### src/rtl/uart_transmitter.sv
// 8N1 serial transmitter fed by a small byte FIFO over valid/ready.
// Back-to-back bytes leave STOP straight into START with no idle gap.
module uart_transmitter #(
  parameter int CLOCK_FREQ = 50_000_000,
  parameter int BAUD_RATE  = 115_200,
  parameter int FIFO_DEPTH = 4
) (
  input  logic                        clk,
  input  logic                        rst,
  input  logic [7:0]                  data_in,
  input  logic                        data_in_valid,
  output logic                        data_in_ready,
  output logic                        serial_out,
  output logic                        tx_busy,
  output logic [$clog2(FIFO_DEPTH):0] fifo_count
);

  localparam int SET = CLOCK_FREQ / BAUD_RATE;
  localparam int CW  = (SET > 1) ? $clog2(SET) : 1;
  localparam int AW  = $clog2(FIFO_DEPTH);

  localparam logic [CW-1:0] SYM_LAST = CW'(SET - 1);
  localparam logic [CW-1:0] SYM_ONE  = CW'(1);
  localparam logic [AW-1:0] PTR_ONE  = AW'(1);
  localparam logic [AW:0]   CNT_ONE  = (AW+1)'(1);
  localparam logic [AW:0]   FULL     = (AW+1)'(FIFO_DEPTH);

  typedef enum logic [1:0] {
    IDLE,
    START,
    DATA,
    STOP
  } state_t;

  state_t        state;
  state_t        state_n;
  logic [7:0]    mem [FIFO_DEPTH];
  logic [AW-1:0] wr_ptr;
  logic [AW-1:0] rd_ptr;
  logic [AW:0]   count;
  logic [CW-1:0] sym_cnt;
  logic [2:0]    bit_idx;
  logic [7:0]    shift;
  logic          sym_end;
  logic          empty;
  logic          push;
  logic          pop;
  logic          line_n;

  assign empty         = (count == '0);
  assign data_in_ready = (count != FULL);
  assign push          = data_in_valid & data_in_ready;
  assign fifo_count    = count;
  assign tx_busy       = (state != IDLE) | ~empty;
  assign sym_end       = (sym_cnt == SYM_LAST);

  always_ff @(posedge clk) begin
    if (push) mem[wr_ptr] <= data_in;
  end

  always_ff @(posedge clk) begin
    if (rst) begin
      wr_ptr <= '0;
      rd_ptr <= '0;
      count  <= '0;
    end else begin
      if (push) wr_ptr <= wr_ptr + PTR_ONE;
      if (pop)  rd_ptr <= rd_ptr + PTR_ONE;
      case ({push, pop})
        2'b10:   count <= count + CNT_ONE;
        2'b01:   count <= count - CNT_ONE;
        default: count <= count;
      endcase
    end
  end

  always_comb begin
    state_n = state;
    pop     = 1'b0;
    line_n  = 1'b1;
    unique case (state)
      IDLE: begin
        if (!empty) begin
          pop     = 1'b1;
          state_n = START;
        end
      end
      START: begin
        line_n = 1'b0;
        if (sym_end) state_n = DATA;
      end
      DATA: begin
        line_n = shift[bit_idx];
        if (sym_end && bit_idx == 3'd7) state_n = STOP;
      end
      STOP: begin
        if (sym_end) begin
          if (!empty) begin
            pop     = 1'b1;
            state_n = START;
          end else begin
            state_n = IDLE;
          end
        end
      end
      default: state_n = IDLE;
    endcase
  end

  // Line is registered from the current state, so it lags the FSM by one cycle.
  always_ff @(posedge clk) begin
    if (rst) begin
      state      <= IDLE;
      sym_cnt    <= '0;
      bit_idx    <= '0;
      shift      <= '0;
      serial_out <= 1'b1;
    end else begin
      state      <= state_n;
      serial_out <= line_n;
      if (pop) shift <= mem[rd_ptr];
      if (state == IDLE || sym_end) sym_cnt <= '0;
      else                          sym_cnt <= sym_cnt + SYM_ONE;
      if (pop)                          bit_idx <= '0;
      else if (state == DATA && sym_end) bit_idx <= bit_idx + 3'd1;
    end
  end

endmodule

### config.mk
export PLATFORM = sky130hd
export DESIGN_NAME = uart_transmitter
export DESIGN_NICKNAME = d
export VERILOG_FILES = /design/src/rtl/uart_transmitter.sv
export SDC_FILE = /design/constraint.sdc
export NUM_CORES = 1
export LEC_CHECK = 0
export CORE_UTILIZATION = 55
export CTS_BUF_LIST = sky130_fd_sc_hd__clkbuf_8
export CTS_CLUSTER_SIZE = 25
export DETAILED_ROUTE_END_ITERATION = 12
export PLACE_DENSITY_LB_ADDON = 0.25
export SYNTH_ARGS = -nofsm -noshare
export SYNTH_HDL_FRONTEND = slang
export SYNTH_SLANG_ARGS = --single-unit
### constraint.sdc
create_clock -name clk -period 2.3 [get_ports clk]
set_input_delay 0.46 -clock clk [delete_from_list [all_inputs] [get_ports clk]]
set_output_delay 0.46 -clock clk [all_outputs]
set_load 0.01 [all_outputs]
Yosys cells after proc, flatten, opt, wreduce, memory -nomap -nowiden
Memory sizes are Yosys's and may differ from the RTL's. A register that Yosys moved wholly into a read port is not among the register bits. Cells that the tools add are included.

Register bits after elaboration: 22. Memory bits (writable): 32. Input bits: 11. Word-level logic and storage cells: 55. Memories: 1.

Memory list: mem (depth 4, bits a word 8, read ports 1, clocked after memory_dff 1, write ports 1, line 37) `logic [7:0] mem [FIFO_DEPTH];`.

Add/sub/neg operators: 6. $lt $le $gt $ge: 1. Eq/ne operators: 12. Multiplexer cells: 15. Bitwise gates (word level): 3. Reduce and logical (&&, ||, !) cells: 10.

Operators with widths (number): $add A9 B1 Y9 const B (1); $eq A9 B9 Y1 const B (1); $mux W2 (4); $ne A2 B2 Y1 const B (4); $pmux W2 S4 (1); $add A3 B1 Y3 const B (2); $eq A2 B2 Y1 const B (3); $mux W1 (6); $pmux W3 S2 (1); $add A2 B1 Y2 const B (2); $eq A2 B1 Y1 const B (2); $lt A3 B4 Y1 const B (1); $pmux W1 S2 (2); $reduce_and A4 Y1 (1); $reduce_bool A2 Y1 (2); $reduce_or A2 Y1 (2); $bmux W1 S3 (1); $eq A3 B3 Y1 const B (1); $logic_not A3 Y1 (1); $ne A3 B3 Y1 const B (1); $sub A3 B1 Y3 const B (1); $logic_and A1 B1 Y1 (2); $logic_not A2 Y1 (1); $and A1 B1 Y1 (1); 3 further kinds (3).

Longest topological paths before layout
Gate-level depths: netlist of the first run.

Word-level depth: 6. Depth in mapped cells: 11.

Worst setup path after synthesis of the first run
No wires, ideal clock.

Path kind: register to register. Start: reg state[0]. End: reg count[2], in the netlist fifo_count[2]. Setup time: 71 ps. Arrival: 2401 ps. Data required time: 2229 ps. Path slack: -171 ps. Stages on the path, launching flop included: 11. Buffers on the path: 0. Period minus slack after synthesis: 2471 ps. Cell sequence: dfxtp_1 > inv_1 > ha_1 > or2_1 > nor2_1 > ha_1 > inv_1 > fa_1 > xor2_1 > or3_1 > a21oi_1.

Longest elaborated chain between the ends: 4. Elaborated cells on any way between the ends: 7. Those cells by class: eq/ne: 3; mux: 2; reduce/logical: 2.

Ends and longest elaborated chain: start: declaration (line 35) `state_t state;`; start signal: assignment (line 119) `state <= state_n;`; $eq A2 B2 Y1 / $logic_not A2 Y1 (equally long branches) (line 81) `unique case (state)`; $pmux W1 S2 * (line 81); via pop (line 47) `logic pop;`; $eq A2 B1 Y1 / $eq A2 B2 Y1 (equally long branches) (line 69) `case ({push, pop})`; $pmux W3 S2 / $reduce_bool A2 Y1 (equally long branches); end signal: assignment (line 70) `2'b10: count <= count + CNT_ONE;`; end signal: assignment (line 71) `2'b01: count <= count - CNT_ONE;`; end signal: assignment (line 72) `default: count <= count;`; end: declaration (line 40) `logic [AW:0] count;`.

The timed path passes the listed nets; every way through them passes the cells marked *. A chain may end at the register's enable or synchronous reset.

Final worst setup path of the first run
Start: reg sym_cnt[1]. End: reg count[2], in the netlist fifo_count[2].

Longest elaborated chain between the ends: 5. Elaborated cells on any way between the ends: 7. Those cells by class: eq/ne: 3; mux: 3; reduce/logical: 1.

Ends and longest elaborated chain: start: declaration (line 41) `logic [CW-1:0] sym_cnt;`; start signal: assignment (line 123) `else sym_cnt <= sym_cnt + SYM_ONE;`; $eq A9 B9 Y1 * (line 55) `assign sym_end = (sym_cnt == SYM_LAST);`; $mux W1 * (line 97) `if (sym_end) begin`; $pmux W1 S2 * (line 81); via pop (line 47); $eq A2 B1 Y1 / $eq A2 B2 Y1 (equally long branches) (line 69); $pmux W3 S2 / $reduce_bool A2 Y1 (equally long branches).

Marked as above.

==> flow_summary.toml, run 1 <==
[power]
internal_power_w = 0.00270
power_density_mw_per_mm2 = 1210
clockPowerShare = 0.231
leakage_nw = 1.24
p_sw_w = 0.00137
seqPwrFrac = 0.370
comb_power_share = 0.399
sw_frac_of_total = 0.337
irDropWorstVdd_v = 0.000778

[place]
placed_area_mm2 = 0.00311
dp_hpwl_um = 3460
place_inst = 314
gp_congestion = 0.870
port_buffers = 16

[sta]
slew_headroom = 0.586
clock.fmax_mhz = 449
min_period_over_period = 0.968
holdWs_ns = 0.476
tightest_slew_ns = 0.618
drv_slew = 0
hold_viol = 0
finalSetupViolCount = 0
finClkSkew_ns = 0.00317
rsz0062_at_grt = "true"
finalCriticalPeriod_ns = 2.23

[synth]
synth-seq-cells = 62
yosys.area.top_type = "edfxtp_1"
synth.distinct_cells = 37
postSynth.asyncResetShare = 0
syn-num-nets = 241
seq_area_frac_synth = 0.580
synth_top_area_frac = 0.357
syn_inst = 215
netlist_area_mm2 = 0.00269
synthTopCellsByArea = "edfxtp_1 (36%), dfxtp_1 (22%), mux4_2 (8.4%)"
netlist_top_cells_count = "edfxtp_1 (32), dfxtp_1 (30), a21oi_1 (16), nor2_1 (15), ha_1 (14)"
synthFlopType = "edfxtp_1"
yosysWarnings = 0
synth-edff-count = 32
yosysMostFrequentCell = "edfxtp_1"
synth_area_per_cell_um2 = 12.5

[finish]
fin_nets = 288
final_cells = 334
final_area_mm2 = 0.00337
layout-drive-gt1-share = 0.281
post-route-util = 0.714
multi_input_area_mm2 = 0.00110
insertedDiodeCount = 0
areaGrowthSynthToFinish_pct = 25.4
register_area_mm2 = 0.00157
nFillCells = 322

[die]
design.portCount = 17
num_rows = 25
die_h_um = 71.9
dieArea_mm2 = 0.00517
initial_core_util = 0.570
core_mm2 = 0.00472
die_w_um = 71.9

[job]
cap_viol_max_count = 0

[global_route]
grt_max_degree = 14
grt_pass1_wl_um = 8300
grt_usage = 0.218
overflow = 0
antenna_found_initial = 0
grt_pass1_vias = 1813

[hold_path]
hp-class = "reg -> reg"
whs_path_depth = 2
worstHoldStart = "shift[5]"
whs_endpoint = "shift[5]"

[drt]
drtPass1Iterations = 4
avgViaCountPerCell = 5.46
drc = 0
wl_per_cell_um = 15.0
drtIter0Drc = 98
drt.antenna.violating_nets = 0
wirelength_um = 5020
vias = 1823

[cts]
cts_buffers = 9
postCtsHoldBufs = 0
clk_path_buf_depth = 2
cts_root_buf = "clkbuf_8"
cts_tree = "built"
insertion_delay_ns = 0.33
h-tree-depth = 3
clk_pin_slew_ns = 0.07
clock_sinks = 62

[critical_path]
crit_fanout = 2
r2r_slack_ns = 0.07
rr_endpoint = "fifo_count[2]"
startpoint_type = "flop"
endpoint_kind = "flop"
reg2reg_depth = 11
worst_ep_arrival_time_ns = 2.49
crit_required_ns = 2.56
r2r_start = "sym_cnt[1]"
worstSetupPathType = "reg -> reg"

[status]
outcome = "complete, no violations"
## metrics by stage
stage	worst slack, ns	setup TNS (ns)	total power [W]
global route	-0.0673	-0.0673	0.00432
finish	0.0726	0	0.00407
CTS	0.0111	0	0.00401
global placement	-0.0541	-0.0541	0.00295
floorplan	0.00544	0	0.00246
detailed placement	-0.124	-0.124	0.00300
## timing repair
| item | CTS | global route |
|---|---|---|
| hold endpoints to repair | 0 | 0 |
| setup buffers | 3 | 1 |
| setup endpoints to repair | 1 | 1 |
| resized for setup | 3 | 5 |
| pin swaps | 4 | 1 |
## power groups by stage
stage,clock [W],combinational (W),sequential [W]
5_1_grt,0.000999,0.00179,0.00154
4_1_cts,0.000953,0.00155,0.00151
6_report,0.000941,0.00162,0.00151
2_1_floorplan,0,0.000984,0.00148
3_3_place_gp,0,0.00143,0.00152
3_5_place_dp,0,0.00146,0.00153
## logic make-up (layout without fill, tap and decap cells)
group,Yosys count,after routing,share of synthesized area
DFF,62,62,0.580
and+or+nand+nor,58,58,0.112
muxes,14,14,0.0991
buffers and inverters,21,73,0.0307
adders and majority gates,15,15,0.0726
AOI/OAI and AO/OA,36,36,0.0763
xor gates and xnor gates,9,9,0.0293
## worst max-delay path, stage by stage (launching register included)
cell,delay [ns]
dfxtp_2,0.33
inv_1,0.05
ha_1,0.12
and4b_2,0.26
a31oi_4,0.12
nor2_4,0.16
ha_4,0.15
inv_2,0.04
fa_2,0.34
xor2_1,0.15
or3_1,0.32
a21oi_2,0.12
## sequential cells by signal (all words and copies together) (netlist names)
signal / count
serial_out: 1
fifo_count: 3
rd_ptr: 2
mem: 32
wr_ptr: 2
bit_idx: 3
sym_cnt: 9
shift: 8
state: 2
## cell usage in the layout, fill, tap and decap left out, drive strengths merged
master         synthesis  routed
edfxtp                32      32
o31a                   1       1
and2                   1       1
buf                    2      28
fa                     1       1
a211o                  1       1
nor2                  15      15
and4b                  1       1
clkbuf                 6       9
or3b                   1       1
o21ai                 12      12
clkinv                 0       2
nand2                  8       8
and3                   5       5
mux4                  10      10
xnor2                  4       4
a211oi                 1       1
clkinvlp               0       3
nor3                   7       7
nand3                 13      13
inv                   13      14
bufinv                 0       1
or2                    1       1
or4                    1       1
a31oi                  1       1
a21oi                 16      16
and4bb                 1       1
a31o                   1       1
or3                    3       3
ha                    14      14
mux2i                  3       3
a22o                   1       1
o31ai                  1       1
xor2                   5       5
mux2                   1       1
nor2b                  1       1
dfxtp                 30      30
clkdlybuf4s50          0      16
o211ai                 1       1
## layout make-up
class | count | share of cell area
Clock buffer | 9 | 0.0367
Tap cell | 67 | 0.0249
Multi-Input combinational cell | 132 | 0.328
Clock inverter | 7 | 0.0219
Inverter | 13 | 0.0145
Timing Repair Buffer | 44 | 0.110
Sequential cell | 62 | 0.465
## per-layer routing
layer / routed length (µm) / vias to the layer above / global-route usage
met3: 215 / 11 / 0.0528
met5: 0 / - / 0
li1: - / 884 / -
met4: 104 / 0 / 0.120
met2: 2440 / 49 / 0.356
met1: 2260 / 879 / 0.268
## how the worst max path moves through the flow
stage	startpoint	to	slack, ns	cells after the start
5_1_grt	sym_cnt[1]	fifo_count[2]	-0.07	11
3_5_place_dp	data_in_valid	fifo_count[2]	-0.12	9
3_3_place_gp	data_in_valid	fifo_count[2]	-0.05	9
2_1_floorplan	state[1]	fifo_count[2]	0.005	10
6_report	sym_cnt[1]	fifo_count[2]	0.07	11
4_1_cts	sym_cnt[1]	fifo_count[2]	0.01	11
Power figures use the tool's default switching activity.
==> run 2: changes to the inputs <==
- MAX_ROUTING_LAYER: default -> met4
- SLEW_MARGIN: default -> 25
==> run 2 against run 1 <==
  * Utilization unchanged
  * Worst setup slack worse by 0.0011 ns
  * Sequential share of layout area unchanged
  * First-iteration DRC count did not move
  * Total power barely moved
  * Die area unchanged
  * Largest cell class unchanged
  * Combinational power about the same
  * Hold slack about the same
  * Critical path depth stayed put
  * Final cell count is the same
==> flow_summary.toml, run 2 (same netlist as run 1, synthesis figures left out) <==
[place]
port_buffers = 16
dp_hpwl_um = 3460
gp_congestion = 0.885
place_inst = 314
placed_area_mm2 = 0.00311

[sta]
min_period_over_period = 0.969
finClkSkew_ns = 0.00366
tightest_slew_ns = 0.615
finalSetupViolCount = 0
holdWs_ns = 0.476
tns_ns = 0
clock.fmax_mhz = 449
slew_headroom = 0.589
finalCriticalPeriod_ns = 2.23
rsz0062_at_grt = "true"
hold_viol = 0
drv_slew = 0

[cts]
clk_pin_slew_ns = 0.07
clock_sinks = 62
cts_root_buf = "clkbuf_8"
cts_tree = "built"
insertion_delay_ns = 0.33
h-tree-depth = 3
clk_path_buf_depth = 2
postCtsHoldBufs = 0
cts_buffers = 9

[die]
initial_core_util = 0.570
die_w_um = 71.9
core_mm2 = 0.00472
dieArea_mm2 = 0.00517
design.portCount = 17
num_rows = 25
die_h_um = 71.9

[critical_path]
worstPathCellList = "inv_1 -> ha_1 -> and4b_2 -> a31oi_4 -> nor2_4 -> ha_4 -> inv_2 -> fa_2 -> xor2_1 -> or3_1 -> a21oi_2"
startpoint_type = "flop"
worst_ep_arrival_time_ns = 2.49
cpPeakStageDelay_ns = 0.34
crit_required_ns = 2.56
crit_fanout = 2
worstPathBufferInverterCount = 2
endpoint_kind = "flop"
crit_slowest_cell = "fa_2"
crit_family = "simple AND/OR/NAND/NOR gates"
worstSetupPathType = "reg -> reg"

[finish]
top_regs = "mem (32), sym_cnt (9), shift (8)"
insertedDiodeCount = 0
largest_reg_flops = 32
layout_common_cells = "edfxtp_1 (32), buf_4 (28), dfxtp_1 (25), clkdlybuf4s50_1 (16), a21oi_1 (15)"
final_cells = 334
mostFrequentLayoutCell = "edfxtp_1"
areaGrowthSynthToFinish_pct = 25.4
layout-drive-gt1-share = 0.281
post-route-util = 0.714
final_area_mm2 = 0.00337
fin_nets = 288
regMostFlops = "mem"

[global_route]
grt_pass1_wl_um = 8300
grt_pass1_vias = 1810
grt_max_degree = 14
overflow = 0
antenna_found_initial = 0
grt_usage = 0.225

[power]
comb_power_share = 0.399
internal_power_w = 0.00270
power_density_mw_per_mm2 = 1210
leakage_nw = 1.24
seqPwrFrac = 0.370
clockPowerShare = 0.231
sw_frac_of_total = 0.337
irDropWorstVdd_v = 0.000778
p_sw_w = 0.00137

[status]
outcome = "complete, no violations"

[drt]
drc = 0
wirelength_um = 5010
drtPass1Iterations = 4
avgViaCountPerCell = 5.48
drt.antenna.violating_nets = 0
vias = 1829
wl_per_cell_um = 15.0
drtIter0Drc = 98

[hold_path]
hp-class = "reg -> reg"

[job]
cap_viol_max_count = 0
## run 2: worst register-to-register path, cell delays in order (launching register included)
cell	delay, ns
dfxtp_2	0.33
inv_1	0.05
ha_1	0.12
and4b_2	0.26
a31oi_4	0.12
nor2_4	0.16
ha_4	0.15
inv_2	0.04
fa_2	0.34
xor2_1	0.15
or3_1	0.32
a21oi_2	0.12
## run 2: routing by layer
layer / vias up / share of wire / global-route usage
met5: - / 0 / -
met3: 9 / 0.043 / 0.0528
met2: 51 / 0.49 / 0.356
li1: 884 / - / -
met4: 0 / 0.020 / 0.120
met1: 885 / 0.45 / 0.268
## run 2: power groups by stage
stage	logic [W]	registers [W]	clock network, W
CTS	0.00155	0.00151	0.000953
detailed placement	0.00146	0.00153	0
floorplan	0.000984	0.00148	0
finish	0.00162	0.00151	0.000941
global route	0.00179	0.00154	0.000999
global placement	0.00143	0.00152	0
## run 2: area by class of cell
| type | count | area, µm² |
|---|---|---|
| fillers | 322 | 1350 |
| clock inverters | 7 | 73.8 |
| repair buffers | 44 | 370 |
| flip-flops and latches | 62 | 1570 |
| inverters | 13 | 48.8 |
| clock buffers | 9 | 124 |
| well taps | 67 | 83.8 |
| multi-input cells | 132 | 1100 |
## run 2: final timing paths
kind	start	endpoint	slack, ns	cells past startpoint
worst max-delay path	sym_cnt[1]	fifo_count[2]	0.07	11
worst min-delay path	shift[5]	shift[5]	0.48	2
worst max register to register	sym_cnt[1]	fifo_count[2]	0.07	11
worst min register to register	shift[5]	shift[5]	0.48	2
## run 2: what timing repair did
item / CTS / global route
setup buffers: 3 / 1
resized for setup: 3 / 5
pin swaps: 4 / 1
endpoints found under the setup margin: 1 / 1
## run 2: metrics by stage
stage | setup WS, ns | total power, W
6_report | 0.0715 | 0.00407
3_3_place_gp | -0.0541 | 0.00295
3_5_place_dp | -0.124 | 0.00300
5_1_grt | -0.0673 | 0.00432
2_1_floorplan | 0.00544 | 0.00246
4_1_cts | 0.0111 | 0.00401
